[config.mk]
export PLATFORM = sky130hd
export DESIGN_NAME = frame_swap_ctrl
export DESIGN_NICKNAME = d
export VERILOG_FILES = /design/src/rtl/color_pkg.sv /design/src/rtl/fb_raster_counter.sv /design/src/rtl/frame_swap_ctrl.sv
export SDC_FILE = /design/constraint.sdc
export NUM_CORES = 1
export LEC_CHECK = 0
export BUFFER_PORTS_ARGS = -buffer_cell sky130_fd_sc_hd__buf_4
export CORE_UTILIZATION = 40
export DETAILED_ROUTE_END_ITERATION = 8
export GPL_ROUTABILITY_DRIVEN = 0
export GPL_TIMING_DRIVEN = 1
export PLACE_DENSITY = 0.73
export SKIP_CTS_REPAIR_TIMING = 1
export SLEW_MARGIN = 30
export SYNTH_ARGS = -nofsm -noshare
export SYNTH_HDL_FRONTEND = slang
export SYNTH_SLANG_ARGS = --single-unit
[constraint.sdc]
create_clock -name clk -period 2.3 [get_ports clk]
set_input_delay 0.345 -clock clk [delete_from_list [all_inputs] [get_ports clk]]
set_output_delay 0.345 -clock clk [all_outputs]
set_load 0.01 [all_outputs]
[src/rtl/color_pkg.sv]
// Shared pixel type and controller state encoding for the frame-swap datapath.
package color_pkg;

  typedef logic [11:0] color12_t;

  typedef enum logic [1:0] {
    StClear,
    StRender,
    StWaitVsync,
    StSwap
  } fsm_state_e;

  localparam logic [7:0] MissedMax = 8'hFF;

endpackage

[src/rtl/fb_raster_counter.sv]
// Raster-order (x fastest) pixel counter used to sweep the back buffer during clear.
module fb_raster_counter #(
  parameter int unsigned FB_WIDTH  = 160,
  parameter int unsigned FB_HEIGHT = 120
) (
  input  logic                         clk,
  input  logic                         rst_n,
  input  logic                         clr,
  input  logic                         en,
  output logic [$clog2(FB_WIDTH)-1:0]  x,
  output logic [$clog2(FB_HEIGHT)-1:0] y,
  output logic                         last
);

  localparam int unsigned XW = $clog2(FB_WIDTH);
  localparam int unsigned YW = $clog2(FB_HEIGHT);

  logic [XW-1:0] x_q, x_d;
  logic [YW-1:0] y_q, y_d;
  logic          x_end;

  assign x_end = (x_q == XW'(FB_WIDTH - 1));
  assign last  = x_end && (y_q == YW'(FB_HEIGHT - 1));
  assign x     = x_q;
  assign y     = y_q;

  always_comb begin
    x_d = x_q;
    y_d = y_q;
    // Wrapping on the last pixel leaves the counter ready for the next sweep.
    if (clr || (en && last)) begin
      x_d = '0;
      y_d = '0;
    end else if (en) begin
      if (x_end) begin
        x_d = '0;
        y_d = y_q + 1'b1;
      end else begin
        x_d = x_q + 1'b1;
      end
    end
  end

  always_ff @(posedge clk or negedge rst_n) begin
    if (!rst_n) begin
      x_q <= '0;
      y_q <= '0;
    end else begin
      x_q <= x_d;
      y_q <= y_d;
    end
  end

endmodule

[src/rtl/frame_swap_ctrl.sv]
// Double-buffer sequencer: clears the back buffer, passes renderer writes through,
// then swaps buffers on the first vsync after the renderer finishes a frame.
module frame_swap_ctrl
  import color_pkg::*;
#(
  parameter int unsigned FB_WIDTH  = 160,
  parameter int unsigned FB_HEIGHT = 120,
  parameter bit          CLEAR_EN  = 1'b1
) (
  input  logic                         clk,
  input  logic                         rst_n,
  input  color12_t                     clear_color,
  input  logic                         vsync_pulse,
  input  logic                         render_done,
  input  logic                         rend_we,
  input  logic [$clog2(FB_WIDTH)-1:0]  rend_x,
  input  logic [$clog2(FB_HEIGHT)-1:0] rend_y,
  input  color12_t                     rend_data,
  output logic                         rend_ready,
  output logic                         fb_we,
  output logic [$clog2(FB_WIDTH)-1:0]  fb_x,
  output logic [$clog2(FB_HEIGHT)-1:0] fb_y,
  output color12_t                     fb_data,
  output logic                         swap,
  output logic [15:0]                  frame_count,
  output logic [7:0]                   missed_vsync,
  output logic                         drop_err
);

  localparam int unsigned XW = $clog2(FB_WIDTH);
  localparam int unsigned YW = $clog2(FB_HEIGHT);

  fsm_state_e    state_q, state_d;
  logic          run_q;
  logic          fb_we_q, fb_we_d;
  logic [XW-1:0] fb_x_q, fb_x_d;
  logic [YW-1:0] fb_y_q, fb_y_d;
  color12_t      fb_data_q, fb_data_d;
  logic [15:0]   frame_count_q, frame_count_d;
  logic [7:0]    missed_q, missed_d;
  logic          drop_q, drop_d;

  logic [XW-1:0] ras_x;
  logic [YW-1:0] ras_y;
  logic          ras_last;
  logic          clearing;

  // run_q delays all activity by one cycle after reset so the first clear write
  // lands on the second edge (state register, then output register).
  assign clearing   = (state_q == StClear) && run_q;
  assign rend_ready = (state_q == StRender) && run_q;
  assign swap       = (state_q == StSwap);

  fb_raster_counter #(
    .FB_WIDTH (FB_WIDTH),
    .FB_HEIGHT(FB_HEIGHT)
  ) u_raster (
    .clk  (clk),
    .rst_n(rst_n),
    .clr  (state_q != StClear),
    .en   (clearing),
    .x    (ras_x),
    .y    (ras_y),
    .last (ras_last)
  );

  always_comb begin
    state_d = state_q;
    unique case (state_q)
      StClear:     if (clearing && ras_last) state_d = StRender;
      StRender:    if (rend_ready && render_done) state_d = StWaitVsync;
      StWaitVsync: if (vsync_pulse) state_d = StSwap;
      StSwap:      state_d = CLEAR_EN ? StClear : StRender;
      default:     state_d = StClear;
    endcase
  end

  always_comb begin
    fb_we_d       = 1'b0;
    fb_x_d        = fb_x_q;
    fb_y_d        = fb_y_q;
    fb_data_d     = fb_data_q;
    frame_count_d = frame_count_q + {15'd0, swap};
    missed_d      = missed_q;
    drop_d        = drop_q | (rend_we & ~rend_ready);
    if (clearing) begin
      fb_we_d   = 1'b1;
      fb_x_d    = ras_x;
      fb_y_d    = ras_y;
      fb_data_d = clear_color;
    end else if (rend_ready && rend_we) begin
      fb_we_d   = 1'b1;
      fb_x_d    = rend_x;
      fb_y_d    = rend_y;
      fb_data_d = rend_data;
    end
    if ((state_q == StRender) && vsync_pulse && (missed_q != MissedMax)) begin
      missed_d = missed_q + 8'd1;
    end
  end

  always_ff @(posedge clk or negedge rst_n) begin
    if (!rst_n) begin
      state_q       <= CLEAR_EN ? StClear : StRender;
      run_q         <= 1'b0;
      fb_we_q       <= 1'b0;
      fb_x_q        <= '0;
      fb_y_q        <= '0;
      fb_data_q     <= '0;
      frame_count_q <= '0;
      missed_q      <= '0;
      drop_q        <= 1'b0;
    end else begin
      state_q       <= state_d;
      run_q         <= 1'b1;
      fb_we_q       <= fb_we_d;
      fb_x_q        <= fb_x_d;
      fb_y_q        <= fb_y_d;
      fb_data_q     <= fb_data_d;
      frame_count_q <= frame_count_d;
      missed_q      <= missed_d;
      drop_q        <= drop_d;
    end
  end

  assign fb_we        = fb_we_q;
  assign fb_x         = fb_x_q;
  assign fb_y         = fb_y_q;
  assign fb_data      = fb_data_q;
  assign frame_count  = frame_count_q;
  assign missed_vsync = missed_q;
  assign drop_err     = drop_q;

endmodule

* Word level (Yosys, flattened, before mapping) *
Cells that the tools add are included.

storage, ports and cells
  register bits after elaboration = 71
  input bits = 44
  output and inout bits = 55
  logic and storage cells = 61

cells by class
  add/sub/neg operators = 4
  equality and inequality tests = 9
  multiplexer cells = 18
  bitwise logic cells = 3
  reductions and logical operators = 16

operator list
  operator             number
  $mux 8               5
  $mux 7               5
  $mux 12              2
  $add 16x1->16        1
  $add 8x1->8 const B  2
  $eq 8x8->1 const B   1
  $logic_and 1x1->1    8
  $ne 8x8->1 const B   1
  $pmux 2 s4           1
  $reduce_bool 2->1    4
  $add 7x1->7 const B  1
  $eq 7x7->1 const B   1
  $mux 2               3
  $eq 2x2->1 const B   2
  $ne 2x2->1 const B   2
  $reduce_and 3->1     1
  $eq 2x1->1 const B   1
  $logic_not 2->1      1
  $mux 1               2
  $ne 2x1->1 const B   1
  $reduce_and 2->1     1
  $and 1x1->1          1
  $logic_or 1x1->1     1
  $not 1->1            1
  $or 1x1->1           1

* Logic depth before layout (Yosys ltp) *
Gate-level depths: netlist of the first run.

  depth after elaboration = 6
  mapped depth = 8

* By module *
From an unflattened synthesis of the first run, not the netlist that was laid out.

second synthesis, totals
  cells, all modules = 322
  area total of the unflattened synthesis = 3433.3 µm²

modules (own cells, without submodules)
  module             times used  cells an instance  area an instance (µm²)
  frame_swap_ctrl    1           240                2625.0
  fb_raster_counter  1           82                 808.3

* Worst setup path after synthesis of the first run *
OpenSTA, ideal clock, no wires.

  kind = register -> register
  start = register u_raster.x_q[0] (netlist: u_raster.x[0])
  end = register state_q[1]
  library setup time = 0.128 ns
  data arrival time = 1.615 ns
  required time = 2.172 ns
  slack = 0.557 ns
  stages on the path, launching flop included = 7
  path buffers = 1
  period minus slack after synthesis = 1.743 ns
  path through = dfrtp_1 ha_1 and4_1 buf_6 nand4_2 a221oi_2 mux2_1

between the ends
  word-level cells in the longest chain between the ends = 5

RTL lines
  item                               RTL line                 RTL
  start: declaration                 fb_raster_counter.sv:18  logic [XW-1:0] x_q, x_d;
  start signal: assignment           fb_raster_counter.sv:46  x_q <= '0;
  start signal: assignment           fb_raster_counter.sv:49  x_q <= x_d;
  $eq 8x8->1                         fb_raster_counter.sv:22  assign x_end = (x_q == XW'(FB_WIDTH - 1));
  $logic_and 1x1->1                  fb_raster_counter.sv:23  assign last = x_end && (y_q == YW'(FB_HEIGHT - 1));
  $logic_and 1x1->1                  frame_swap_ctrl.sv:70    StClear: if (clearing && ras_last) state_d = StRender;
  $ne 2x1->1 (no source line)        -
  $reduce_and 3->1 (no source line)  -
  end signal: assignment             frame_swap_ctrl.sv:104   state_q <= CLEAR_EN ? StClear : StRender;
  end signal: assignment             frame_swap_ctrl.sv:114   state_q <= state_d;
  end: declaration                   frame_swap_ctrl.sv:33    fsm_state_e state_q, state_d;

No other way between the ends.
A chain may end at the register's enable or synchronous reset.

* Final worst setup path of the first run *
  start = register u_raster.x_q[0] (netlist: u_raster.x[0])
  end = register u_raster.y_q[5] (netlist: u_raster.y[5])

between the ends
  word-level cells in the longest chain between the ends = 6
  elaborated cells on any way between the ends = 8

RTL lines
  item                                RTL line                 RTL
  $eq 8x8->1 *                        fb_raster_counter.sv:22
  $logic_and 1x1->1                   fb_raster_counter.sv:23
  $logic_and 1x1->1                   fb_raster_counter.sv:31  if (clr || (en && last)) begin
  $logic_or 1x1->1                    fb_raster_counter.sv:31
  $reduce_bool 2->1 (no source line)  -
  $reduce_and 2->1 (no source line)   -
  end signal: assignment              fb_raster_counter.sv:50  y_q <= y_d;
  end: declaration                    fb_raster_counter.sv:19  logic [YW-1:0] y_q, y_d;

Every way passes the cells marked *; elsewhere a longest branch is shown, timed or not.

==> out/qor.txt, run 1 <==
Run status -> finished clean
Post-Route Skew -> 9.99 ps
Num ports -> 99
Global-route wire length before repair -> 12.3 mm
Max incr delay on CP -> 470 ps
Synth top area share -> 0.525
Die area -> 0.00883 sq mm
Max layer used -> met4
EDFF count, synth -> 0
Hpwl dp -> 5.31 mm
Initial antenna violation count -> 0
Inserted Diodes -> 0
Skew-Pair Late Insertion Delay -> 340 ps
Design Area, Final -> 0.00447 sq mm
Top cells by area, synth -> dfrtp_1 52%, mux2i_1 8.0%, nand2_1 5.1%
Worst path cell trace -> ha_1 > and4_1 > buf_4 > nand2_4 > or3_1 > o31ai_1
H-tree levels -> 3
Post-synthesis area per instance -> 10.7 sq um
Max frequency -> 529 MHz
Fin nets -> 474
Cell row count -> 33
Largest net degree at the start of global routing -> 66
Crit path DAT -> 2130 ps
Top-count cell post-synth -> dfrtp_1
Slew Viols, Final -> 0
Setup TNS -> 0 ps
Final Cycle Share -> 0.822
Initial core utilization -> 0.412
Final Non-Filler Cells -> 530
Crit path max fanout -> 7
Overflow after GRT -> 0
Vias in the first global route -> 2670
Total GRT Usage -> 0.179
Setup CP Type -> reg2reg
CTS sink count -> 71
Most frequent cells after synthesis -> 71 x dfrtp_1, 46 x nand2_1, 31 x o21ai_0, 27 x mux2i_1, 15 x nand3_1
Die height -> 94.0 microns
Pre-Repair DR Iteration Count -> 5
Wire length on met1 -> 3.13 mm
Residual DRC -> 0
Final WL -> 7.36 mm
RSZ-0062 raised after global routing -> no
PwrDens -> 979 mW/mm^2
CP Buf/Inv Count -> 1
Syn nets -> 369
Leak -> 0.00229 uW
Final critical-path required period -> 1890 ps
MaxCap Viol Count -> 0
Routed via count -> 2716
Metal2 WL -> 3.68 mm
VDD IR max -> 0.485 mV
Die W -> 94.0 microns
Register area share after synthesis -> 0.525
Placed Instances -> 513
Clock transition at path regs -> 70 ps
Synthesized instance count -> 315
Routed Antenna Nets -> 0
Delay-heaviest family, CP -> simple AND/OR/NAND/NOR gates
Core outline area -> 0.00822 sq mm
CTS tree -> done
I/O Buffers -> 98
R2R setup slack -> 410 ps
Async SR Flop Fraction -> 1.00
CP Capture Type -> register
Max clock buf depth -> 2
Wire per inst -> 13.9 microns
Final Hold Viols -> 0
Clock root buffer master -> clkbuf_8
DR vias/cell -> 5.12
Slowest CP cell -> dfrtp_1
Synth Warn # -> 0
Synthesized cell area -> 0.00338 sq mm
Post-synth cell types -> 48
Share of cells above drive strength 1 -> 0.299
Worst hold slack -> 204 ps
Setup violators final -> 0
#FFs+latches synth -> 71
Required @ worst endpoint -> 2540 ps
Instance area at placement -> 0.00427 sq mm
Initial DRC Count -> 121
Startpoint types -> register
Area growth syn-to-layout -> 32.0%
Met3 wire len -> 423 microns
TritonCTS Buffers -> 9
Worst hold path type -> in2reg
Main synth FF type -> dfrtp_1
Synth area leader -> dfrtp_1
## logic make-up after synthesis
kind of cell	count (synthesis)	synth area share
other cells	1	0.00111
buf+inv	17	0.0237
mux	29	0.0865
fa+ha+maj	10	0.0370
compound gates	57	0.104
xor+xnor	23	0.0595
flops	71	0.525
simple gates	107	0.164
## through the flow
step | total power [uW] | setup slack [ps] | utilization
finish | 4380 | 409 | 0.544
global route | 4710 | 251 | 0.544
CTS | 4440 | 420 | 0.543
detailed placement | 3470 | 423 | 0.519
global placement | 3400 | 510 | 0.519
floorplan | 2650 | 557 | -
## cell usage in the layout, fill, tap and decap left out, types with 2 or more instances in the layout
master / instances
or3_1: 3
clkbuf_1: 2
nand3_1: 15
nor2_1: 7
mux2i_1: 27
dfrtp_1: 71
nand2b_1: 2
o211a_1: 2
nor3_1: 4
and3_1: 5
xor2_1: 10
inv_1: 5
a21oi_1: 5
o211ai_1: 3
nor2b_1: 2
buf_4: 103
and4_1: 3
and2_1: 2
buf_12: 2
clkbuf_8: 9
nand2_1: 46
o21ai_0: 31
clkinvlp_4: 2
nand4_1: 10
xnor2_1: 13
ha_1: 10
o31ai_1: 4
a31oi_1: 2
## sequential cells by signal (all words and copies together), names as in the netlist
signal	flops
fb_x	8
drop_err	1
u_raster.y	7
fb_y	7
u_raster.x	8
state_q	2
frame_count	16
missed_vsync	8
fb_data	12
run_q	1
fb_we	1
## path summary, 6_finish.rpt
check / cells after the start / endpoint / from
worst max-delay path: 6 / u_raster.y[5] / u_raster.x[0]
worst min-delay path: 3 / fb_data[11] / clear_color[11]
worst max register to register: 6 / u_raster.y[5] / u_raster.x[0]
worst min register to register: 1 / drop_err / drop_err
max in group asynchronous: 3 / u_raster.x[0] / rst_n
min in group asynchronous: 2 / missed_vsync[5] / rst_n
## power by group
group / total (uW) / internal (uW) / switching, uW
clock: 955 / 501 / 453
sequential: 1850 / 1590 / 260
combinational: 1570 / 804 / 769
## layer usage
metal | up-vias | global-route usage
met5 | - | 0
met4 | 0 | 0.0897
met3 | 12 | 0.0372
met2 | 94 | 0.300
met1 | 1286 | 0.216
li1 | 1324 | -
## area by class of cell
cell class                 count  area (sq um)
inverter                       5          18.8
clock buffer                  11           131
tap                          105           131
clock inverter                 5          58.8
fill                         723          3750
multi-input combinational    227          1530
sequential                    71          1780
timing repair buffer         106           823
## tightest hold or removal path, stage by stage
cell	delay (ps)
buf_4	70
nand2_1	30
o21ai_0	60
Power figures use the tool's default switching activity.
==> run 2, diff against run 1 <==
- PLACE_DENSITY: 0.73 -> 0.76
- clock period: 2.3 -> 1.7 ns (I/O delays scaled with it)
==> run 2 against run 1 <==
  * Register-to-register slack worse by 390 ps
  * Wire length rose by 9.5%
  * Core utilization is 3.9 points higher
  * Clock skew about the same
  * Power is 39% higher
  * Clock power is 26% higher
  * Count of clock-buffer cells in the layout unchanged
  * Die area unchanged
  * Critical path depth decreased by 1
  * Via count increased by 3.4%
  * Critical path type unchanged
  * Critical endpoint is now state_q[1]
==> out/qor.txt, run 2 (synthesized netlist as in run 1, its figures left out) <==
Cell count of the worst reg-to-reg path -> 5 (-1)
Total chip power -> 6100 uW (+39%)
Design Area, Final -> 0.00478 sq mm (+7.1%)
Share of cells above drive strength 1 -> 0.395 (+0.0959)
Most frequent cells in the layout -> 127 x buf_4, 71 x dfrtp_1, 45 x nand2_1, 31 x o21ai_0, 27 x mux2i_1
Skew-Pair Late Insertion Delay -> 350 ps (about the same)
Final WL -> 8.06 mm (+9.5%)
Worst Setup EP -> state_q[1]
Largest net degree at the start of global routing -> 42 (-36%)
Place WS -> -7.92 ps (-431 ps)
Setup violators final -> 0 (unchanged)
Wire per inst -> 14.5 microns (+4.4%)
MaxCap Viol Count -> 0 (unchanged)
Hpwl dp -> 5.93 mm (+12%)
VDD IR max -> 0.748 mV (+54%)
Residual DRC -> 0 (unchanged)
Routed Antenna Nets -> 0 (unchanged)
Clock root buffer master -> clkbuf_8
Routed via count -> 2807 (+3.4%)
Pre-Repair DR Iteration Count -> 4 (-1)
Max reg flops -> 16 (unchanged)
TritonCTS Buffers -> 9 (unchanged)
DR vias/cell -> 5.05 (-1.5%)
CTS sink count -> 71 (unchanged)
Global-route wire length before repair -> 12.9 mm (+5.0%)
Final Cycle Share -> 0.988 (+0.166)
Initial antenna violation count -> 0 (unchanged)
CP Capture Type -> register
Vias in the first global route -> 2742 (+2.7%)
Die height -> 94.0 microns (unchanged)
Crit path DAT -> 1910 ps (-220 ps)
R2R setup slack -> 20 ps (-390 ps)
Crit. Startpoint -> u_raster.y[0]
Commonest non-fill, non-tap cell in the layout -> buf_4
Final Hold Viols -> 0 (unchanged)
Leak -> 0.00247 uW (+7.8%)
Num ports -> 99 (unchanged)
Slew Viols, Final -> 0 (unchanged)
H-tree levels -> 3 (unchanged)
Crit path setup slack, layout -> 20.6 ps (-389 ps)
RSZ-0062 raised after global routing -> yes
I/O Buffers -> 98 (unchanged)
CTS tree -> done
Overflow after GRT -> 0 (unchanged)
Worst hold slack -> 107 ps (-97.4 ps)
R2r endpoint -> state_q[1]
Initial core utilization -> 0.412 (unchanged)
Total GRT Usage -> 0.189 (+0.0108)
Area growth syn-to-layout -> 41.4%
Inserted Diodes -> 0 (unchanged)
Instance area at placement -> 0.00446 sq mm (+4.5%)
Startpoint types -> register
Clock transition at path regs -> 80 ps (about the same)
PwrDens -> 1280 mW/mm^2 (+30%)
Initial DRC Count -> 163 (+35%)
Die area -> 0.00883 sq mm (unchanged)
Max clock buf depth -> 2 (unchanged)
Worst hold path type -> in2reg
Post-Route Skew -> 9.80 ps (-0.194 ps)
Required @ worst endpoint -> 1930 ps (-610 ps)
Fin nets -> 500 (+5.5%)
Reg-to-reg startpoint -> u_raster.y[0]
Core outline area -> 0.00822 sq mm (unchanged)
Setup CP Type -> reg2reg
Die W -> 94.0 microns (unchanged)
Final critical-path required period -> 1680 ps (-211 ps)
Cell row count -> 33 (unchanged)
Max frequency -> 595 MHz (+13%)
Crit path max fanout -> 3 (-4)
Run status -> finished clean
==> run 2: power by group <==
part / internal, uW / total (uW) / switching [uW] / leakage [uW]
sequential: 2150 / 2510 / 363 / 0.000931
combinational: 1250 / 2390 / 1140 / 0.00145
clock: 567 / 1200 / 636 / 0.0000853
total: 3970 / 6100 / 2130 / 0.00247
==> run 2: worst min path at each step <==
stage / endpoint / slack [ps] / from / depth (start not counted)
after floorplan: drop_err / -40 / rst_n / 0
after global placement: missed_vsync[5] / 210 / rst_n / 1
after detailed placement: missed_vsync[3] / 220 / rst_n / 1
after CTS: missed_vsync[4] / -160 / rst_n / 1
after global routing: fb_data[9] / 130 / clear_color[9] / 3
final: fb_data[1] / 110 / clear_color[1] / 3
==> run 2: layer usage <==
layer / GRT usage / share of wire
met1: 0.234 / 0.43
met2: 0.315 / 0.50
met3: 0.0494 / 0.048
met4: 0.0756 / 0.014
met5: 0 / 0
==> run 2: stage by stage <==
step / instances / TNS (ps) / utilization
floorplan: 315 / -42.7 / -
global placement: 536 / 0 / 0.543
detailed placement: 536 / -12.2 / 0.543
CTS: 552 / -35.5 / 0.564
global route: 556 / -380 / 0.582
finish: 556 / 0 / 0.582
==> run 2: area by class of cell <==
cell class              instances  area (sq um)
repair buffers                132          1030
well taps                     105           131
fillers                       691          3430
inverters                       5          18.8
clock inverters                 5          33.8
multi-input cells             227          1650
clock buffers                  11           141
flip-flops and latches         71          1780
==> run 2: critical path: stages (launching register included) <==
cell and delay (ps):
dfrtp_1 360, ha_2 190, and4_4 260, nand4_4 130, a221oi_4 310, mux2_4 320
